$ cat config.mk
export PLATFORM = sky130hd
export DESIGN_NAME = control_sequencer_flat
export DESIGN_NICKNAME = d
export VERILOG_FILES = /design/src/rtl/control_sequencer_pkg.sv /design/src/rtl/control_sequencer_if.sv /design/src/rtl/control_sequencer_decode.sv /design/src/rtl/control_sequencer.sv /design/src/flat_wrapper.sv
export SDC_FILE = /design/constraint.sdc
export NUM_CORES = 1
export LEC_CHECK = 0
export CORE_ASPECT_RATIO = 0.6
export CORE_MARGIN = 2
export CORE_UTILIZATION = 50
export CTS_BUF_LIST = sky130_fd_sc_hd__clkbuf_2 sky130_fd_sc_hd__clkbuf_4 sky130_fd_sc_hd__clkbuf_8
export DETAILED_ROUTE_END_ITERATION = 8
export PLACE_DENSITY = 0.82
export SYNTH_ARGS = -nofsm -noshare
export SYNTH_HDL_FRONTEND = slang
export SYNTH_HIERARCHICAL = 1
export SYNTH_SLANG_ARGS = --single-unit
export TNS_END_PERCENT = 10
$ cat constraint.sdc
create_clock -name clk -period 2.03 [get_ports clk]
set_input_delay 0.5075 -clock clk [delete_from_list [all_inputs] [get_ports clk]]
set_output_delay 0.5075 -clock clk [all_outputs]
set_load 0.005 [all_outputs]
$ cat src/rtl/control_sequencer_pkg.sv
// control_sequencer_pkg: state encoding, opcode map and control bundle shared by the sequencer.
package control_sequencer_pkg;
  typedef enum logic [2:0] {
    FETCH  = 3'd0,
    DECODE = 3'd1,
    EXEC   = 3'd2,
    MEM    = 3'd3,
    COMMIT = 3'd4,
    HALT   = 3'd5
  } state_t;
  localparam logic [7:0] OP_NOP   = 8'h00;
  localparam logic [7:0] OP_MOVRR = 8'h01;
  localparam logic [7:0] OP_JE    = 8'h03;
  localparam logic [7:0] OP_JZ    = 8'h04;
  localparam logic [7:0] OP_CMP   = 8'h05;
  localparam logic [7:0] OP_JMP   = 8'h06;
  localparam logic [7:0] OP_LEA   = 8'h08;
  localparam logic [7:0] OP_ST    = 8'h09;
  localparam logic [7:0] OP_LD    = 8'h0A;
  localparam logic [7:0] OP_CALL  = 8'h0B;
  localparam logic [7:0] OP_RET   = 8'h0C;
  localparam logic [7:0] OP_JGT   = 8'h19;
  localparam logic [7:0] OP_JLT   = 8'h1A;
  typedef struct packed {
    logic mem_read;
    logic mem_write;
    logic reg_write;
    logic mem_to_reg;
    logic reg_to_reg;
    logic reg_to_mem;
    logic lea;
    logic jump;
    logic call;
    logic ret;
  } ctrl_t;
  // Everything outside the named opcode map (and not halt) is an ALU operation.
  function automatic logic alu_class(input logic [7:0] op, input logic [7:0] halt);
    return !(op inside {OP_NOP, OP_MOVRR, OP_JE, OP_JZ, OP_CMP, OP_JMP, OP_LEA, OP_ST,
                        OP_LD, OP_CALL, OP_RET, OP_JGT, OP_JLT}) && op != halt;
  endfunction
endpackage

$ cat src/rtl/control_sequencer_if.sv
// control_sequencer_if: fetch/flag/memory inputs and datapath control outputs of the sequencer.
interface control_sequencer_if #(parameter int OPW = 5, parameter int ALUW = 5);
  logic            instr_valid;
  logic [OPW-1:0]  opcode;
  logic            equalQ, gtQ, ltQ, zeroQ;
  logic            mem_ready;
  logic            mem_read, mem_write;
  logic            reg_write, mem_to_reg, reg_to_reg, reg_to_mem, lea;
  logic            jump, call, ret;
  logic            pc_en;
  logic [ALUW-1:0] alu_op;
  logic [2:0]      stage;
  logic            done;
  modport master (
    output instr_valid, opcode, equalQ, gtQ, ltQ, zeroQ, mem_ready,
    input  mem_read, mem_write, reg_write, mem_to_reg, reg_to_reg, reg_to_mem, lea,
           jump, call, ret, pc_en, alu_op, stage, done
  );
  modport slave (
    input  instr_valid, opcode, equalQ, gtQ, ltQ, zeroQ, mem_ready,
    output mem_read, mem_write, reg_write, mem_to_reg, reg_to_reg, reg_to_mem, lea,
           jump, call, ret, pc_en, alu_op, stage, done
  );
endinterface

$ cat src/rtl/control_sequencer_decode.sv
// control_sequencer_decode: registered opcode and flags to the unmasked control bundle.
module control_sequencer_decode
  import control_sequencer_pkg::*;
#(
  parameter int             OPW     = 5,
  parameter logic [OPW-1:0] HALT_OP = '1
) (
  input  logic [OPW-1:0] i_opcode,
  input  logic [3:0]     i_flags,
  output ctrl_t          o_ctrl
);
  logic [7:0] w_op;
  assign w_op = 8'(i_opcode);
  // i_flags = {equal, gt, lt, zero}
  always_comb begin
    o_ctrl = '0;
    case (w_op)
      OP_NOP, OP_CMP: ;
      OP_MOVRR: begin o_ctrl.reg_write = 1'b1; o_ctrl.reg_to_reg = 1'b1; end
      OP_LD:    begin o_ctrl.mem_read = 1'b1; o_ctrl.mem_to_reg = 1'b1; o_ctrl.reg_write = 1'b1; end
      OP_ST:    begin o_ctrl.mem_write = 1'b1; o_ctrl.reg_to_mem = 1'b1; end
      OP_JMP:   o_ctrl.jump = 1'b1;
      OP_JE:    o_ctrl.jump = i_flags[3];
      OP_JZ:    o_ctrl.jump = i_flags[0];
      OP_JGT:   o_ctrl.jump = i_flags[2];
      OP_JLT:   o_ctrl.jump = i_flags[1];
      OP_CALL:  begin o_ctrl.call = 1'b1; o_ctrl.jump = 1'b1; end
      OP_RET:   begin o_ctrl.ret = 1'b1; o_ctrl.jump = 1'b1; end
      OP_LEA:   begin o_ctrl.lea = 1'b1; o_ctrl.reg_write = 1'b1; end
      default:  o_ctrl.reg_write = alu_class(w_op, 8'(HALT_OP));
    endcase
  end
endmodule

$ cat src/rtl/control_sequencer.sv
// control_sequencer: multi-cycle FETCH/DECODE/EXEC/MEM/COMMIT control FSM with halt.
module control_sequencer
  import control_sequencer_pkg::*;
#(
  parameter int             OPW     = 5,
  parameter int             ALUW    = 5,
  parameter logic [OPW-1:0] HALT_OP = 'h1F
) (
  input logic          clk,
  input logic          reset,
  control_sequencer_if.slave bus
);
  state_t         r_state, w_next;
  logic [OPW-1:0] r_opcode;
  logic [3:0]     r_flags;
  logic [ALUW-1:0] r_alu_op;
  ctrl_t          w_ctrl;
  logic           w_is_mem, w_alu_sel, w_mem, w_cmt;
  assign w_is_mem  = 8'(r_opcode) == OP_LD || 8'(r_opcode) == OP_ST;
  assign w_alu_sel = alu_class(8'(bus.opcode), 8'(HALT_OP)) || 8'(bus.opcode) == OP_CMP;
  control_sequencer_decode #(.OPW(OPW), .HALT_OP(HALT_OP)) u_decode (
    .i_opcode(r_opcode),
    .i_flags (r_flags),
    .o_ctrl  (w_ctrl)
  );
  always_ff @(posedge clk) begin
    if (reset) begin
      r_state  <= FETCH;
      r_opcode <= '0;
      r_flags  <= '0;
      r_alu_op <= '0;
    end else begin
      r_state <= w_next;
      if (r_state == FETCH && bus.instr_valid) begin
        r_opcode <= bus.opcode;
        r_alu_op <= w_alu_sel ? bus.opcode[ALUW-1:0] : '0;
      end
      if (r_state == EXEC) r_flags <= {bus.equalQ, bus.gtQ, bus.ltQ, bus.zeroQ};
    end
  end
  always_comb begin
    w_next = r_state;
    case (r_state)
      FETCH:   w_next = bus.instr_valid ? DECODE : FETCH;
      DECODE:  w_next = r_opcode == HALT_OP ? HALT : EXEC;
      EXEC:    w_next = w_is_mem ? MEM : COMMIT;
      MEM:     w_next = bus.mem_ready ? COMMIT : MEM;
      COMMIT:  w_next = FETCH;
      default: w_next = HALT;
    endcase
  end
  // Memory requests live only in MEM; register/PC strobes only in COMMIT.
  assign w_mem          = r_state == MEM;
  assign w_cmt          = r_state == COMMIT;
  assign bus.mem_read   = w_mem & w_ctrl.mem_read;
  assign bus.mem_write  = w_mem & w_ctrl.mem_write;
  assign bus.reg_to_mem = w_mem & w_ctrl.reg_to_mem;
  assign bus.mem_to_reg = (w_mem | w_cmt) & w_ctrl.mem_to_reg;
  assign bus.reg_write  = w_cmt & w_ctrl.reg_write;
  assign bus.reg_to_reg = w_cmt & w_ctrl.reg_to_reg;
  assign bus.lea        = w_cmt & w_ctrl.lea;
  assign bus.jump       = w_cmt & w_ctrl.jump;
  assign bus.call       = w_cmt & w_ctrl.call;
  assign bus.ret        = w_cmt & w_ctrl.ret;
  assign bus.pc_en      = w_cmt;
  assign bus.alu_op     = r_alu_op;
  assign bus.stage      = r_state;
  assign bus.done       = r_state == HALT;
endmodule

$ cat src/flat_wrapper.sv
// flat-port wrapper written by rule: the top's interface ports become plain ports
module control_sequencer_flat import control_sequencer_pkg::*;
#(
  parameter int             OPW     = 5,
  parameter int             ALUW    = 5,
  parameter logic [OPW-1:0] HALT_OP = 'h1F
)
  (clk, reset, bus_instr_valid, bus_opcode, bus_equalQ, bus_gtQ, bus_ltQ, bus_zeroQ, bus_mem_ready, bus_mem_read, bus_mem_write, bus_reg_write, bus_mem_to_reg, bus_reg_to_reg, bus_reg_to_mem, bus_lea, bus_jump, bus_call, bus_ret, bus_pc_en, bus_alu_op, bus_stage, bus_done);
  control_sequencer_if #(.OPW(OPW), .ALUW(ALUW)) bus_i ();
  input logic clk;
  input logic reset;
  input wire logic [$bits(bus_i.instr_valid)-1:0] bus_instr_valid;
  input wire logic [$bits(bus_i.opcode)-1:0] bus_opcode;
  input wire logic [$bits(bus_i.equalQ)-1:0] bus_equalQ;
  input wire logic [$bits(bus_i.gtQ)-1:0] bus_gtQ;
  input wire logic [$bits(bus_i.ltQ)-1:0] bus_ltQ;
  input wire logic [$bits(bus_i.zeroQ)-1:0] bus_zeroQ;
  input wire logic [$bits(bus_i.mem_ready)-1:0] bus_mem_ready;
  output wire logic [$bits(bus_i.mem_read)-1:0] bus_mem_read;
  output wire logic [$bits(bus_i.mem_write)-1:0] bus_mem_write;
  output wire logic [$bits(bus_i.reg_write)-1:0] bus_reg_write;
  output wire logic [$bits(bus_i.mem_to_reg)-1:0] bus_mem_to_reg;
  output wire logic [$bits(bus_i.reg_to_reg)-1:0] bus_reg_to_reg;
  output wire logic [$bits(bus_i.reg_to_mem)-1:0] bus_reg_to_mem;
  output wire logic [$bits(bus_i.lea)-1:0] bus_lea;
  output wire logic [$bits(bus_i.jump)-1:0] bus_jump;
  output wire logic [$bits(bus_i.call)-1:0] bus_call;
  output wire logic [$bits(bus_i.ret)-1:0] bus_ret;
  output wire logic [$bits(bus_i.pc_en)-1:0] bus_pc_en;
  output wire logic [$bits(bus_i.alu_op)-1:0] bus_alu_op;
  output wire logic [$bits(bus_i.stage)-1:0] bus_stage;
  output wire logic [$bits(bus_i.done)-1:0] bus_done;
  assign bus_i.instr_valid = bus_instr_valid;
  assign bus_i.opcode = bus_opcode;
  assign bus_i.equalQ = bus_equalQ;
  assign bus_i.gtQ = bus_gtQ;
  assign bus_i.ltQ = bus_ltQ;
  assign bus_i.zeroQ = bus_zeroQ;
  assign bus_i.mem_ready = bus_mem_ready;
  assign bus_mem_read = bus_i.mem_read;
  assign bus_mem_write = bus_i.mem_write;
  assign bus_reg_write = bus_i.reg_write;
  assign bus_mem_to_reg = bus_i.mem_to_reg;
  assign bus_reg_to_reg = bus_i.reg_to_reg;
  assign bus_reg_to_mem = bus_i.reg_to_mem;
  assign bus_lea = bus_i.lea;
  assign bus_jump = bus_i.jump;
  assign bus_call = bus_i.call;
  assign bus_ret = bus_i.ret;
  assign bus_pc_en = bus_i.pc_en;
  assign bus_alu_op = bus_i.alu_op;
  assign bus_stage = bus_i.stage;
  assign bus_done = bus_i.done;
  control_sequencer #(.OPW(OPW), .ALUW(ALUW), .HALT_OP(HALT_OP)) u_core (.clk(clk), .reset(reset), .bus(bus_i));
endmodule
==> impl_metrics.py <==
metrics = {
    "routing": {
        "viasPerCell": 6.05,
        "wirelength_mm": 3.94,
        "drtAntennaViolNets": 0,
        "wire_per_inst_um": 16.6,
        "drcViolationCount": 0,
        "drt_iter0_drc": 104,
        "vias": 1433,
        "drt_pre_antenna_iters": 4,
    },
    "worst_setup_path": {
        "worstSetupPathType": "flip-flop to primary output",
        "critPathCaptureType": "primary output",
        "cp.arrival_ps": 1670,
        "slowest_delay_ps": 400,
        "critPathLaunch": "u_core/r_opcode[1]",
        "critical_path_required_ps": 1520,
        "critPathBufInv": 2,
        "crit_path_top_delay_cell": "dfxtp_4",
        "r2r_start": "u_core/r_opcode[2]",
        "worst_setup_path_start_kind": "flip-flop",
        "crit_family": "buffers and inverters",
        "crit_path_cell_trace": "buf_4, nand3_1, o21ai_1, a22oi_2, and3_1, dlygate4sd2_1",
        "critPathMaxFanout": 7,
    },
    "clock_network": {
        "ctsHtreeMaxLevel": 1,
        "clk_pin_slew_ps": 70,
        "cts_root_buffer": "clkbuf_8",
        "clock_latency_ps": 250,
        "cts_tree": "built",
        "clock-sinks": 17,
        "cts_buffers": 3,
        "clk_path_buf_depth": 2,
        "holdBufCountCts": 0,
    },
    "power_and_ir_drop": {
        "leakage_uw": 0.000815,
        "switching_share": 0.323,
        "switchingPower_uw": 341,
        "internal_power_uw": 713,
        "power_frac_seq": 0.376,
        "power.total_uw": 1050,
        "clockPowerShare": 0.250,
        "power_density_mw_per_mm2": 580,
        "ir_worst_vdd_mv": 0.442,
        "p_comb_frac": 0.374,
    },
    "floorplanning": {
        "row_count": 13,
        "start_util": 0.551,
        "io_pins": 33,
        "core_area_mm2": 0.00224,
        "fp.dieW_um": 68.2,
        "design.die.area_mm2": 0.00290,
        "fp.dieH_um": 42.5,
    },
    "layout": {
        "syn_to_final_growth_pct": 47.1,
        "fin_nets": 221,
        "fillers": 137,
        "multi_input_area_um2": 825,
        "num_antenna_cells": 0,
        "layout.area.seq_um2": 355,
        "layout-drive-gt1-share": 0.295,
        "post-route-util": 0.810,
    },
    "sta": {
        "hold_viol": 0,
        "maxSlewHeadroom": 0.690,
        "period_share": 1.07,
        "max_freq_ghz": 0.459,
        "slew_viol_final": 0,
        "fin_skew_ps": 9.74,
        "final.setup.worst_slack_ps": -149,
        "tightest_slew_ps": 459,
        "rsz0062_at_grt": "yes",
        "min_period_ps": 2180,
        "setup_viol": 3,
    },
    "logic_synthesis": {
        "syn-instance-count": 157,
        "synth-seq-cells": 17,
        "async_flop_share": 0,
        "ys_seq_area_frac": 0.275,
        "syn_nets": 170,
        "synthFlopType": "dfxtp_1",
        "syn_area_mm2": 0.00124,
        "synth.top_cell.area_share": 0.275,
        "synth.top_cells.by_area": "dfxtp_1 28%, and3_1 6.1%, nand2_1 5.8%",
        "avgSynthCellArea_um2": 7.87,
        "synth_cell_types": 54,
        "synth-edff-count": 0,
        "yosysWarnings": 6,
        "synth_top_cell_by_area": "dfxtp_1",
    },
    "min_path": {
        "hp-class": "flip-flop to flip-flop",
        "min_from": "u_core/bus.alu_op[3]",
    },
    "grt": {
        "grt_usage": 0.283,
        "grt_start_max_net_pins": 17,
        "grt_overflow_total": 0,
        "antenna_found_initial": 0,
        "grt_pass1_vias": 1294,
        "grt_pass1_wl_mm": 6.15,
    },
    "placement": {
        "portBuffers": 32,
        "hpwl_mm": 2.85,
        "gp_congestion": 0.987,
    },
    "status": {
        "status": "finished with violations",
        "violations": "negative setup slack",
    },
    "job": {
        "drv_cap": 0,
    },
}
==> power by group through the flow <==
stage | logic (uW) | clock network (uW) | registers, uW
6_report | 394 | 263 | 396
5_1_grt | 419 | 290 | 400
4_1_cts | 377 | 274 | 394
3_5_place_dp | 360 | 0 | 398
3_3_place_gp | 343 | 0 | 394
2_1_floorplan | 205 | 0 | 395
==> state kept, by name, summed over array words and instances, names as in the netlist <==
name / cells
u_core/bus.alu_op: 5
u_core/r_flags: 4
u_core/r_opcode: 5
u_core/bus.stage: 3
==> routing by layer <==
layer	part of all wire	global-route usage	vias up
met5	0	0	-
met4	0.027	0.0720	0
met3	0.10	0.0591	17
met2	0.46	0.476	96
met1	0.41	0.366	654
li1	-	-	666
==> final cells by class <==
cell class,count,area share
flip-flops and latches,17,0.195
clock buffers,4,0.0268
multi-input cells,122,0.454
well taps,30,0.0206
repair buffers,61,0.297
inverters,3,0.00619
==> worst paths after layout <==
check | to | slack, ps | depth (start not counted)
setup / recovery | bus_reg_write | -150 | 6
hold / removal | u_core/bus.alu_op[3] | 470 | 2
setup reg to reg | u_core/bus.stage[2] | 440 | 5
hold reg to reg | u_core/bus.alu_op[3] | 470 | 2
==> cell usage after synthesis, types with 3 or more instances <==
cell      instances
a21oi_1          10
nor2_1           13
nand3_1           5
o21ai_0           4
mux2i_1           4
clkbuf_1          7
and3_1           12
dfxtp_1          17
nor2b_1           5
nand2b_1          5
inv_1             3
nand2_1          19
buf_4             4
==> placed cells by master, fill, tap and decap left out, types with 4 or more instances in the layout <==
cell type        netlist  layout
a21oi_1               10       9
clkdlybuf4s50_1        0      21
dfxtp_1               17      11
o21ai_0                4       4
buf_4                  4      26
nand3_1                5       5
mux2i_1                4       4
nand2_1               19      17
nand2b_1               5       5
and3_1                12      12
nor2_1                13       9
nor2_2                 0       4
nor2b_1                5       4
dlygate4sd2_1          0       5
==> timing repair <==
action | CTS | global route
pin swaps | 5 | 1
setup buffers | 1 | 0
endpoints found under the hold margin | 0 | 0
cloned | 0 | 0
endpoints found under the setup margin | 11 | 11
resized for setup | 28 | 11
==> worst min-delay path, stage by stage (launching register included) <==
cell	delay [ps]
dfxtp_1	310
nand3_1	60
o21ai_1	60
==> cells by family after synthesis <==
logic type / share of synthesized area
and+or+nand+nor: 0.368
AOI/OAI and AO/OA: 0.228
buffers and inverters: 0.0820
DFF: 0.275
muxes: 0.0324
xor gates and xnor gates: 0.0142
==> per-stage QoR <==
stage	cell area (um^2)	std cells	hold slack (ps)	TNS, ps	setup WS (ps)
floorplan	1240	157	453	0	343
finish	1820	237	473	-295	-149
CTS	1800	237	477	-633	-216
detailed placement	1710	232	458	-912	-229
global placement	1710	232	447	-187	-65.2
global route	1820	237	500	-475	-164
No activity file was read; power rests on OpenSTA's default activity.
==> variant: new RTL, config.mk and constraints unchanged <==
Make the reset (`reset`) asynchronous in one clocked block.
--- a/src/rtl/control_sequencer.sv
+++ b/src/rtl/control_sequencer.sv
@@ -23,7 +23,7 @@
     .i_flags (r_flags),
     .o_ctrl  (w_ctrl)
   );
-  always_ff @(posedge clk) begin
+  always_ff @(posedge clk or posedge reset) begin
     if (reset) begin
       r_state  <= FETCH;
       r_opcode <= '0;
Function: differs if reset is asserted again (counterexample within 4 cycles, from zero or initial values and one cycle with reset high); with reset held inactive, the same outputs for 10 cycles.
==> variant against the original RTL <==
  * The flow still finishes with violations (setup timing)
  * Setup slack worse by 150 ps
  * Critical path depth rose by 1
  * Sequential cell count is the same
  * Synthesized area rose by 0.30%
  * Via count decreased by 2.8%
  * Final area rose by 1.7%
  * Wire length grew 5.7%
Power is not compared: it rests on default switching activity, and its combinational part moved more than twofold at a synthesized area within 25%.
==> variant: results <==
group,metric,value,unit
outcome,status,"finished with violations",
outcome,violations,"setup timing",
critical_path,crit_path_max_fanout,5,
min_path,min_from,"u_core/bus.alu_op[0]$_DFFE_PP0P_",
detailed_routing,first_pass_iters,6,
min_path,hold_path_depth,1,
detailed_routing,route.met2.wl,1.97,mm
place,place_hpwl,2.60,mm
final_layout,layout.nets,213,
global_routing,grt_pass1_wl,6.42,mm
detailed_routing,met1_length,1.72,mm
logic_synthesis,yosys-top-cells-area,"dfrtp_1, nand2_1, and3_1",
critical_path,crit_start,"u_core/r_opcode[1]$_DFFE_PP0P_",
sta,timing.final.ws_setup,-300,ps
detailed_routing,dr_wl_met3,352,um
global_routing,use_met3,9.41,%
critical_path,critPathTopFamily,"flip-flops",
critical_path,r2r_slack,320,ps
detailed_routing,vias,1393,
critical_path,r2r-start,"u_core/r_opcode[0]$_DFFE_PP0P_",
logic_synthesis,synth.distinct_cells,48,
critical_path,r2r_cells,6,
sta,finalSetupViolCount,7,
global_routing,grt_start_max_net_pins,18,
cts,postCtsSetupBuffers,12,
global_routing,groute.usage.overall,30.5,%
global_routing,grt.met2_usage,50.3,%
logic_synthesis,synth_ff_type,"dfrtp_1",
logic_synthesis,synth.yosys.seq_area_share,34.3,%
critical_path,r2r_end,"u_core/bus.stage[0]$_DFF_PP0_",
logic_synthesis,synthArstFlopShare,100,%
detailed_routing,routed_wl,4.16,mm
cts,cts_resized,26,
sta,whs,496,ps
[variant: cell count changes after synthesis, sizes merged, moves of 4 or more]
cell   unedited run  this run
and3             12         8
nor2             13         9
dfxtp            17         0
mux2i             4         0
mux2              0         4
a21oi            10         5
dfrtp             0        17
[variant: final cells by class]
class,count,area [um2]
multi-input combinational,111,767
timing repair buffer,62,546
sequential,17,432
fill,128,412
clock buffer,3,41.3
tap,30,37.5
inverter,5,18.8
clock inverter,1,7.51
[variant: cell families (layout without fill, tap and decap cells)]
logic type	Yosys count	count (layout)	synth area share (%)
flip-flops	17	17	34.3
buffers and inverters	17	71	7.06
AND/OR/NAND/NOR	70	70	32.7
XOR/XNOR	3	3	2.12
AO/OA/AOI/OAI	34	34	20.2
multiplexers	4	4	3.63
[variant: how the worst max path moves through the flow]
stage                         end  slack [ps]  cells past startpoint
detailed placement  bus_reg_write        -220                      6
floorplan            bus_mem_read         300                      6
finish              bus_reg_write        -300                      7
global route        bus_reg_write        -350                      7
global placement         bus_jump        -150                      6
CTS                  bus_mem_read        -250                      6
[variant: worst reg2reg max path, stage by stage, from the launching register on]
cell      delay [ps]
dfrtp_2          480
buf_4            160
buf_4            150
xnor2_1          140
nor4b_2          350
a21oi_1          130
o211ai_1         210
[variant: report_power, final]
group | switching [W] | internal (W)
Clock | 0.000120 | 0.000138
Combinational | 0.0000760 | 0.0000759
Sequential | 0.00000953 | 0.000348
[variant: per-stage QoR]
step | util, % | setup slack [ps] | instances | setup TNS [ps]
floorplan | - | 301 | 145 | 0
global placement | 73.6 | -146 | 213 | -582
detailed placement | 73.6 | -222 | 213 | -986
CTS | 81.2 | -250 | 229 | -885
global route | 81.8 | -355 | 229 | -1550
finish | 81.8 | -300 | 229 | -989
